==> src/rtl/pipe_pkg.sv <==
// Shared control-path types for the 5-stage RV32I pipeline: opcode classes,
// select encodings, the per-stage control word and its bubble value.
package pipe_pkg;

  localparam int unsigned REG_AW  = 5;
  localparam int unsigned OP_W    = 4;
  localparam int unsigned IMMS_W  = 5;

  localparam logic [4:0] OPC_R     = 5'b01100;
  localparam logic [4:0] OPC_LOAD  = 5'b00000;
  localparam logic [4:0] OPC_OPIMM = 5'b00100;
  localparam logic [4:0] OPC_S     = 5'b01000;
  localparam logic [4:0] OPC_B     = 5'b11000;
  localparam logic [4:0] OPC_JAL   = 5'b11011;
  localparam logic [4:0] OPC_JALR  = 5'b11001;
  localparam logic [4:0] OPC_LUI   = 5'b01101;

  localparam logic [IMMS_W-1:0] IMM_NONE = 5'b00000;
  localparam logic [IMMS_W-1:0] IMM_I    = 5'b00001;
  localparam logic [IMMS_W-1:0] IMM_S    = 5'b00010;
  localparam logic [IMMS_W-1:0] IMM_B    = 5'b00100;
  localparam logic [IMMS_W-1:0] IMM_U    = 5'b01000;
  localparam logic [IMMS_W-1:0] IMM_J    = 5'b10000;

  localparam logic [1:0] WB_MEM = 2'b00;
  localparam logic [1:0] WB_ALU = 2'b01;
  localparam logic [1:0] WB_PC4 = 2'b10;

  localparam logic [1:0] FWD_RF    = 2'b00;
  localparam logic [1:0] FWD_EXMEM = 2'b01;
  localparam logic [1:0] FWD_MEMWB = 2'b10;

  localparam logic [OP_W-1:0] ALU_ADD = 4'b0000;
  localparam logic [OP_W-1:0] ALU_LUI = 4'b1001;

  typedef struct packed {
    logic              valid;
    logic              asel;
    logic              bsel;
    logic              brun;
    logic [OP_W-1:0]   op;
    logic              wren;
    logic [2:0]        rwsel;
    logic              regwen;
    logic [1:0]        wbsel;
    logic [REG_AW-1:0] rd;
    logic              is_load;
    logic              is_jump;
    logic              is_branch;
    logic [2:0]        funct3;
  } ctrl_t;

  localparam ctrl_t CTRL_BUBBLE = '0;

  // x0 never matches: unused sources are presented as 0 and regwen implies rd != 0
  function automatic logic rd_match(input logic [REG_AW-1:0] rs, input ctrl_t c);
    return (rs != '0) && c.valid && c.regwen && (c.rd == rs);
  endfunction

  function automatic logic [1:0] fwd_sel(input logic [REG_AW-1:0] rs,
                                         input ctrl_t m, input ctrl_t w);
    if (rd_match(rs, m) && !m.is_load) return FWD_EXMEM;
    if (rd_match(rs, w)) return FWD_MEMWB;
    return FWD_RF;
  endfunction

endpackage

==> src/rtl/pipe_ctrl_decode.sv <==
// ctrl_decode: combinational ID-stage decoder from a raw instruction to the
// pipeline control word, immediate select and used source addresses.
module ctrl_decode
  import pipe_pkg::*;
#(
  parameter int unsigned REGW = 5
) (
  input  logic [31:0]       instr_i,
  input  logic              valid_i,
  output ctrl_t             ctrl_o,
  output logic [IMMS_W-1:0] immsel_o,
  output logic [REG_AW-1:0] rs1_o,
  output logic [REG_AW-1:0] rs2_o
);

  logic [4:0]        opc;
  logic [2:0]        f3;
  logic [REG_AW-1:0] rd, rs1, rs2;
  logic is_r, is_i, is_s, is_b, is_jal, is_jalr, is_u;
  logic unused_bits;

  assign opc     = instr_i[6:2];
  assign f3      = instr_i[14:12];
  assign rd      = REG_AW'(instr_i[7 +: REGW]);
  assign rs1     = REG_AW'(instr_i[15 +: REGW]);
  assign rs2     = REG_AW'(instr_i[20 +: REGW]);
  assign is_r    = (opc == OPC_R);
  assign is_i    = (opc[4:3] == 2'b00) && (opc[1:0] == 2'b00);
  assign is_s    = (opc == OPC_S);
  assign is_b    = (opc == OPC_B);
  assign is_jal  = (opc == OPC_JAL);
  assign is_jalr = (opc == OPC_JALR);
  assign is_u    = ({opc[4], opc[2:0]} == 4'b0101);

  assign unused_bits = ^{instr_i[31], instr_i[29:25], instr_i[1:0]};

  // immediate select follows the instruction regardless of valid
  always_comb begin
    immsel_o = IMM_NONE;
    if (is_i || is_jalr) immsel_o = IMM_I;
    else if (is_s)       immsel_o = IMM_S;
    else if (is_b)       immsel_o = IMM_B;
    else if (is_u)       immsel_o = IMM_U;
    else if (is_jal)     immsel_o = IMM_J;
  end

  always_comb begin
    ctrl_o = CTRL_BUBBLE;
    rs1_o  = '0;
    rs2_o  = '0;
    if (valid_i) begin
      ctrl_o.valid     = 1'b1;
      ctrl_o.asel      = is_b | is_jal | is_u;
      ctrl_o.bsel      = ~is_r;
      ctrl_o.brun      = f3[1];
      ctrl_o.wren      = is_s;
      ctrl_o.rwsel     = f3;
      ctrl_o.regwen    = ~is_b & ~is_s & (rd != '0);
      ctrl_o.wbsel     = (is_jal | is_jalr) ? WB_PC4 :
                         (opc == OPC_LOAD)  ? WB_MEM : WB_ALU;
      ctrl_o.rd        = rd;
      ctrl_o.is_load   = (opc == OPC_LOAD);
      ctrl_o.is_jump   = is_jal | is_jalr;
      ctrl_o.is_branch = is_b;
      ctrl_o.funct3    = f3;
      if (is_r)                  ctrl_o.op = {instr_i[30], f3};
      else if (opc == OPC_OPIMM) ctrl_o.op = (f3 == 3'b101) ? {instr_i[30], f3} : {1'b0, f3};
      else if (opc == OPC_LUI)   ctrl_o.op = ALU_LUI;
      else                       ctrl_o.op = ALU_ADD;
      if (is_r || is_i || is_s || is_b || is_jalr) rs1_o = rs1;
      if (is_r || is_s || is_b)                    rs2_o = rs2;
    end
  end

endmodule

==> src/rtl/pipe_ctrl.sv <==
// pipe_ctrl: pipelined control for the 5-stage RV32I core (hazards, forwarding,
// EX branch resolution). Define PIPE_CTRL_FORWARD_EN to enable operand forwarding.
module pipe_ctrl
  import pipe_pkg::*;
#(
  parameter int unsigned REGW = 5
) (
  input  logic              clk,
  input  logic              rst,
  input  logic [31:0]       id_instr,
  input  logic              id_valid,
  input  logic              breq,
  input  logic              brlt,
  output logic              stall,
  output logic              flush,
  output logic              pcsel,
  output logic [IMMS_W-1:0] id_immsel,
  output logic              ex_asel,
  output logic              ex_bsel,
  output logic              ex_brun,
  output logic [OP_W-1:0]   ex_op,
  output logic [1:0]        ex_fwda,
  output logic [1:0]        ex_fwdb,
  output logic              mem_wren,
  output logic [2:0]        mem_rwsel,
  output logic              wb_regwen,
  output logic [1:0]        wb_wbsel,
  output logic [REGW-1:0]   wb_rd
);

  ctrl_t             id_ctrl, ex_d, ex_q, mem_q, wb_q;
  logic [REG_AW-1:0] id_rs1, id_rs2;
  logic              taken, hazard;
  logic              unused_bits;

  ctrl_decode #(.REGW(REGW)) u_decode (
    .instr_i  (id_instr),
    .valid_i  (id_valid),
    .ctrl_o   (id_ctrl),
    .immsel_o (id_immsel),
    .rs1_o    (id_rs1),
    .rs2_o    (id_rs2)
  );

  always_comb begin
    taken = 1'b0;
    case (ex_q.funct3)
      3'b000:         taken = breq;
      3'b001:         taken = ~breq;
      3'b100, 3'b110: taken = brlt;
      3'b101, 3'b111: taken = breq | ~brlt;
      default:        taken = 1'b0;
    endcase
  end

  assign pcsel = ex_q.valid & (ex_q.is_jump | (ex_q.is_branch & taken));
  assign flush = pcsel;
  assign stall = hazard & ~pcsel;

  // ID/EX takes a bubble on stall and on flush
  always_comb begin
    ex_d = id_ctrl;
    if (stall || flush) ex_d = CTRL_BUBBLE;
  end

`ifdef PIPE_CTRL_FORWARD_EN
  logic [REG_AW-1:0] ex_rs1_d, ex_rs1_q, ex_rs2_d, ex_rs2_q;

  assign hazard   = ex_q.is_load & (rd_match(id_rs1, ex_q) | rd_match(id_rs2, ex_q));
  assign ex_rs1_d = (stall || flush) ? '0 : id_rs1;
  assign ex_rs2_d = (stall || flush) ? '0 : id_rs2;
  assign ex_fwda  = fwd_sel(ex_rs1_q, mem_q, wb_q);
  assign ex_fwdb  = fwd_sel(ex_rs2_q, mem_q, wb_q);

  always_ff @(posedge clk or posedge rst) begin
    if (rst) begin
      ex_rs1_q <= '0;
      ex_rs2_q <= '0;
    end else begin
      ex_rs1_q <= ex_rs1_d;
      ex_rs2_q <= ex_rs2_d;
    end
  end
`else
  // write-through regfile covers a WB match; EX and MEM producers must drain
  assign hazard  = rd_match(id_rs1, ex_q)  | rd_match(id_rs2, ex_q) |
                   rd_match(id_rs1, mem_q) | rd_match(id_rs2, mem_q);
  assign ex_fwda = FWD_RF;
  assign ex_fwdb = FWD_RF;
`endif

  always_ff @(posedge clk or posedge rst) begin
    if (rst) begin
      ex_q  <= CTRL_BUBBLE;
      mem_q <= CTRL_BUBBLE;
      wb_q  <= CTRL_BUBBLE;
    end else begin
      ex_q  <= ex_d;
      mem_q <= ex_q;
      wb_q  <= mem_q;
    end
  end

  assign ex_asel   = ex_q.asel;
  assign ex_bsel   = ex_q.bsel;
  assign ex_brun   = ex_q.brun;
  assign ex_op     = ex_q.op;
  assign mem_wren  = mem_q.wren;
  assign mem_rwsel = mem_q.rwsel;
  assign wb_regwen = wb_q.regwen;
  assign wb_wbsel  = wb_q.wbsel;
  assign wb_rd     = wb_q.rd[REGW-1:0];

  assign unused_bits = ^wb_q;

endmodule

==> config.mk <==
export PLATFORM = sky130hd
export DESIGN_NAME = pipe_ctrl
export DESIGN_NICKNAME = d
export VERILOG_FILES = /design/src/rtl/pipe_pkg.sv /design/src/rtl/pipe_ctrl_decode.sv /design/src/rtl/pipe_ctrl.sv
export SDC_FILE = /design/constraint.sdc
export NUM_CORES = 1
export LEC_CHECK = 0
export CORE_UTILIZATION = 41
export CTS_BUF_LIST = sky130_fd_sc_hd__clkbuf_2 sky130_fd_sc_hd__clkbuf_4 sky130_fd_sc_hd__clkbuf_8
export CTS_CLUSTER_DIAMETER = 100
export DETAILED_ROUTE_END_ITERATION = 6
export GPL_TIMING_DRIVEN = 0
export PLACE_DENSITY_LB_ADDON = 0.05
export RECOVER_POWER = 50
export SLEW_MARGIN = 20
export SYNTH_ARGS = -nofsm -noshare
export SYNTH_HDL_FRONTEND = slang
export SYNTH_SLANG_ARGS = --single-unit
==> constraint.sdc <==
create_clock -name clk -period 1.8 [get_ports clk]
set_input_delay 0.27 -clock clk [delete_from_list [all_inputs] [get_ports clk]]
set_output_delay 0.27 -clock clk [all_outputs]
set_load 0.01 [all_outputs]
==> impl_metrics.tcl, run 1 <==
set metrics [dict create \
    status "finished, violations left" \
    violations "setup timing" \
    setup_tns_ns -4.56 \
    clockRootBuffer "clkbuf_8" \
    cp_max_fo 3 \
    drtPass1Iterations 4 \
    switching_share_pct 26.0 \
    synthDistinctLibCells 38 \
    portBuffers 53 \
    vias 1461 \
    place_ws_ns -1.01 \
    post_layout_nonfiller_instances 297 \
    grt_max_degree 30 \
    syn_area_sq_um 1860 \
    synth_area_leaders "dfrtp_1 55%, buf_4 6.5%, xnor2_1 4.7%, xor2_1 4.2%, and2_1 3.7%" \
    holdPathStages 2 \
    detailed_place_hpwl_um 2960 \
    cts_buffers 5 \
    rr_worst_depth 9 \
    drc 0 \
    via_per_inst 4.92 \
    nets 281 \
    grt_pass1_vias 1419 \
    core_area_sq_um 4350 \
    pwr-share-seq_pct 52.5 \
    antenna_found_initial 0 \
    fin_crit_sh_pct 119 \
    synth-async-reset-ratio_pct 100 \
    min_to "ex_bsel$_DFF_PP0_" \
    routabilityCongestion 0.864 \
    leakagePower_nw 1.27 \
    setup_viol 23 \
    min_path_type "in -> reg" \
    die_h_um 69.3 \
    grt_usage_pct 18.8 \
    ir_drop_uv 480 \
    htreeDepth 2 \
    final_util_pct 62.2 \
    clock_sinks 41 \
    insertion_delay_ns 0.29 \
    clockPowerShare_pct 31.2 \
    maxCapViolCount 0 \
    rows 24 \
    clockBufferDepth 2 \
    die_width_um 69.3 \
    ys_warn_count 0 \
    rsz0062_at_grt "yes" \
    ant_nets 0 \
    worst_slack_ns -0.348 \
    crit_arrival_ns 1.88 \
    cp.required_ns 1.53 \
    slew_violations 0 \
    reg2reg_from "ex_q[0]$_DFF_PP0_" \
    drive_above_1_share_pct 24.1 \
    synth_flop_cell "dfrtp_1" \
    yosysTopAreaCellShare_pct 55.2 \
    routedWlPerCell_um 14.1 \
    path_clk_slew_ns 0.08 \
    switching_power_uw 492 \
    num_antenna_cells 0 \
    cts_tree "yes" \
    synth_seq_cells 41 \
    start_kind "flip-flop" \
    worstMarginPinSlew_ns 0.683 \
    synth_edf_count 0 \
    grt.overflow.total 0 \
    ff2ff_setup_slack_ns -0.24 \
    relSlewSlack_pct 54.5 \
    path_class "reg -> out" \
    first_iter_violations 60 \
    wl_um 4190 \
    min-delay-start "id_instr[5]" \
    dp.cells 275 \
    ios 68 \
    netlist_instances 166 \
    combinationalPowerShare_pct 16.2 \
    yosysSeqAreaShare_pct 55.2 \
    power_density_nw_per_um2 697 \
    fmax_mhz 466 \
    internal-power_mw 1.40 \
    endpoint_kind "output pin" \
    die_area_sq_um 4810 \
    reg2reg_to "ex_bsel$_DFF_PP0_" \
    finalHoldViolations 0 \
    grt_pass1_wl_um 7040 \
    postCtsHoldBufs 0 \
    synth.avg_cell_area_sq_um 11.2 \
    fin_worst_skew_ns 0.00558 \
    synthToLayoutAreaGrowth_pct 45.8 \
    period_needed_ns 2.15 \
    initial_core_util_pct 42.7 \
    yosysTopAreaCell "dfrtp_1" \
]
[cell type report]
type / instances / area (sq um)
buffer: 17 / 128
clock buffer: 5 / 68.8
clock inverter: 3 / 17.5
fill: 383 / 1640
inverter: 3 / 11.3
multi-input combinational: 107 / 763
sequential: 41 / 1030
tap: 52 / 65.1
timing repair buffer: 69 / 628
[Yosys cell counts, drive strengths merged, types with 3 or more instances]
library cell  instances
xnor2                10
inv                   3
o21a                  4
or4                   3
a21oi                 4
o21ai                 3
and2                 11
nor4                  3
xor2                  9
buf                  17
and3                  6
nand4                 4
nand2b                5
nor3                  4
nand2                 6
dfrtp                41
nor2                 11
[cells by family after synthesis]
kind of cell,count (synthesis),synth area share (%)
buf+inv,21,7.54
other cells,1,0.202
xor+xnor,19,8.95
simple gates,64,20.3
flops,41,55.2
compound gates,20,7.81
[worst max path at each step]
| stage | startpoint | to | slack, ns | depth (start not counted) |
|---|---|---|---|---|
| floorplan | id_instr[6] | ex_q[4]$_DFF_PP0_ | 0.005 | 8 |
| global placement | id_instr[4] | stall | -1.00 | 8 |
| detailed placement | id_instr[4] | stall | -1.01 | 8 |
| CTS | ex_q[10]$_DFF_PP0_ | stall | -0.38 | 7 |
| global route | mem_q[9]$_DFF_PP0_ | stall | -0.46 | 7 |
| finish | mem_q[9]$_DFF_PP0_ | stall | -0.35 | 7 |
[metrics by stage]
| stage | power [mW] | instance area, sq um | hold slack, ns |
|---|---|---|---|
| floorplan | 1.15 | 1870 | 0.331 |
| global placement | 1.29 | 2470 | 0.332 |
| detailed placement | 1.30 | 2490 | 0.336 |
| CTS | 1.90 | 2710 | 0.214 |
| global route | 1.98 | 2710 | 0.220 |
| finish | 1.89 | 2710 | 0.224 |
[critical path, cell delays in order, from the launching register on]
cell,delay [ns]
dfrtp_2,0.43
xor2_1,0.15
nor4_2,0.32
nand4_1,0.14
a211oi_2,0.26
nor2_1,0.06
nor2_1,0.08
buf_2,0.13
[what timing repair did]
action	4_1_cts	5_1_grt
pin swaps	9	2
endpoints found under the setup margin	28	23
gates resized for setup	49	4
setup buffers	11	5
[registers in the layout (all words and copies together) (netlist names)]
register / cells
ex_q: 14
mem_q: 9
wb_rd: 5
ex_op: 4
mem_rwsel: 3
wb_wbsel: 2
ex_asel: 1
ex_bsel: 1
mem_wren: 1
wb_regwen: 1
[cells in the final DEF, fill, tap and decap left out, types with 2 or more instances in the layout]
cell	n
dfrtp_2	2
nor3_1	4
nand4_1	4
a21oi_1	3
nand2_1	6
nand3_1	2
buf_6	5
nor4_2	3
xnor2_1	10
and2_1	11
or3_1	2
dlygate4sd2_1	16
nor2_2	2
conb_1	4
or4_1	3
clkbuf_4	3
o21ai_0	3
inv_1	2
and3_1	6
dfrtp_1	39
buf_4	23
nand2b_1	4
clkbuf_1	3
nor4b_2	2
nor2_1	9
clkdlybuf4s50_1	32
nor2b_1	2
o21a_1	4
clkinv_2	2
xor2_1	9
clkbuf_8	5
[power groups by stage]
| stage | sequential, mW | combinational (mW) | clock (mW) |
|---|---|---|---|
| after floorplan | 1.01 | 0.138 | 0 |
| after global placement | 1.01 | 0.280 | 0 |
| after detailed placement | 1.01 | 0.290 | 0 |
| after CTS | 0.993 | 0.309 | 0.601 |
| after global routing | 0.998 | 0.333 | 0.648 |
| final | 0.992 | 0.307 | 0.590 |
[layer usage]
metal	track usage, %	share of wire [%]	vias up	wire, um
met3	5.09	4.7	6	197
met1	25.8	46	705	1940
met5	0	0	-	0
met2	29.1	48	41	2010
met4	5.44	0.88	0	37
li1	-	-	709	-
(Power assumes the default switching activity.)
==> run 2, diff against run 1 <==
--- a/config.mk
+++ b/config.mk
@@ -9,6 +9,7 @@
 export CTS_BUF_LIST = sky130_fd_sc_hd__clkbuf_2 sky130_fd_sc_hd__clkbuf_4 sky130_fd_sc_hd__clkbuf_8
 export CTS_CLUSTER_DIAMETER = 100
 export DETAILED_ROUTE_END_ITERATION = 6
+export GPL_ROUTABILITY_DRIVEN = 1
 export GPL_TIMING_DRIVEN = 0
 export PLACE_DENSITY_LB_ADDON = 0.05
 export RECOVER_POWER = 50
==> results of run 2 <==
Final layout, timing and power as in run 1 (identical DEF).
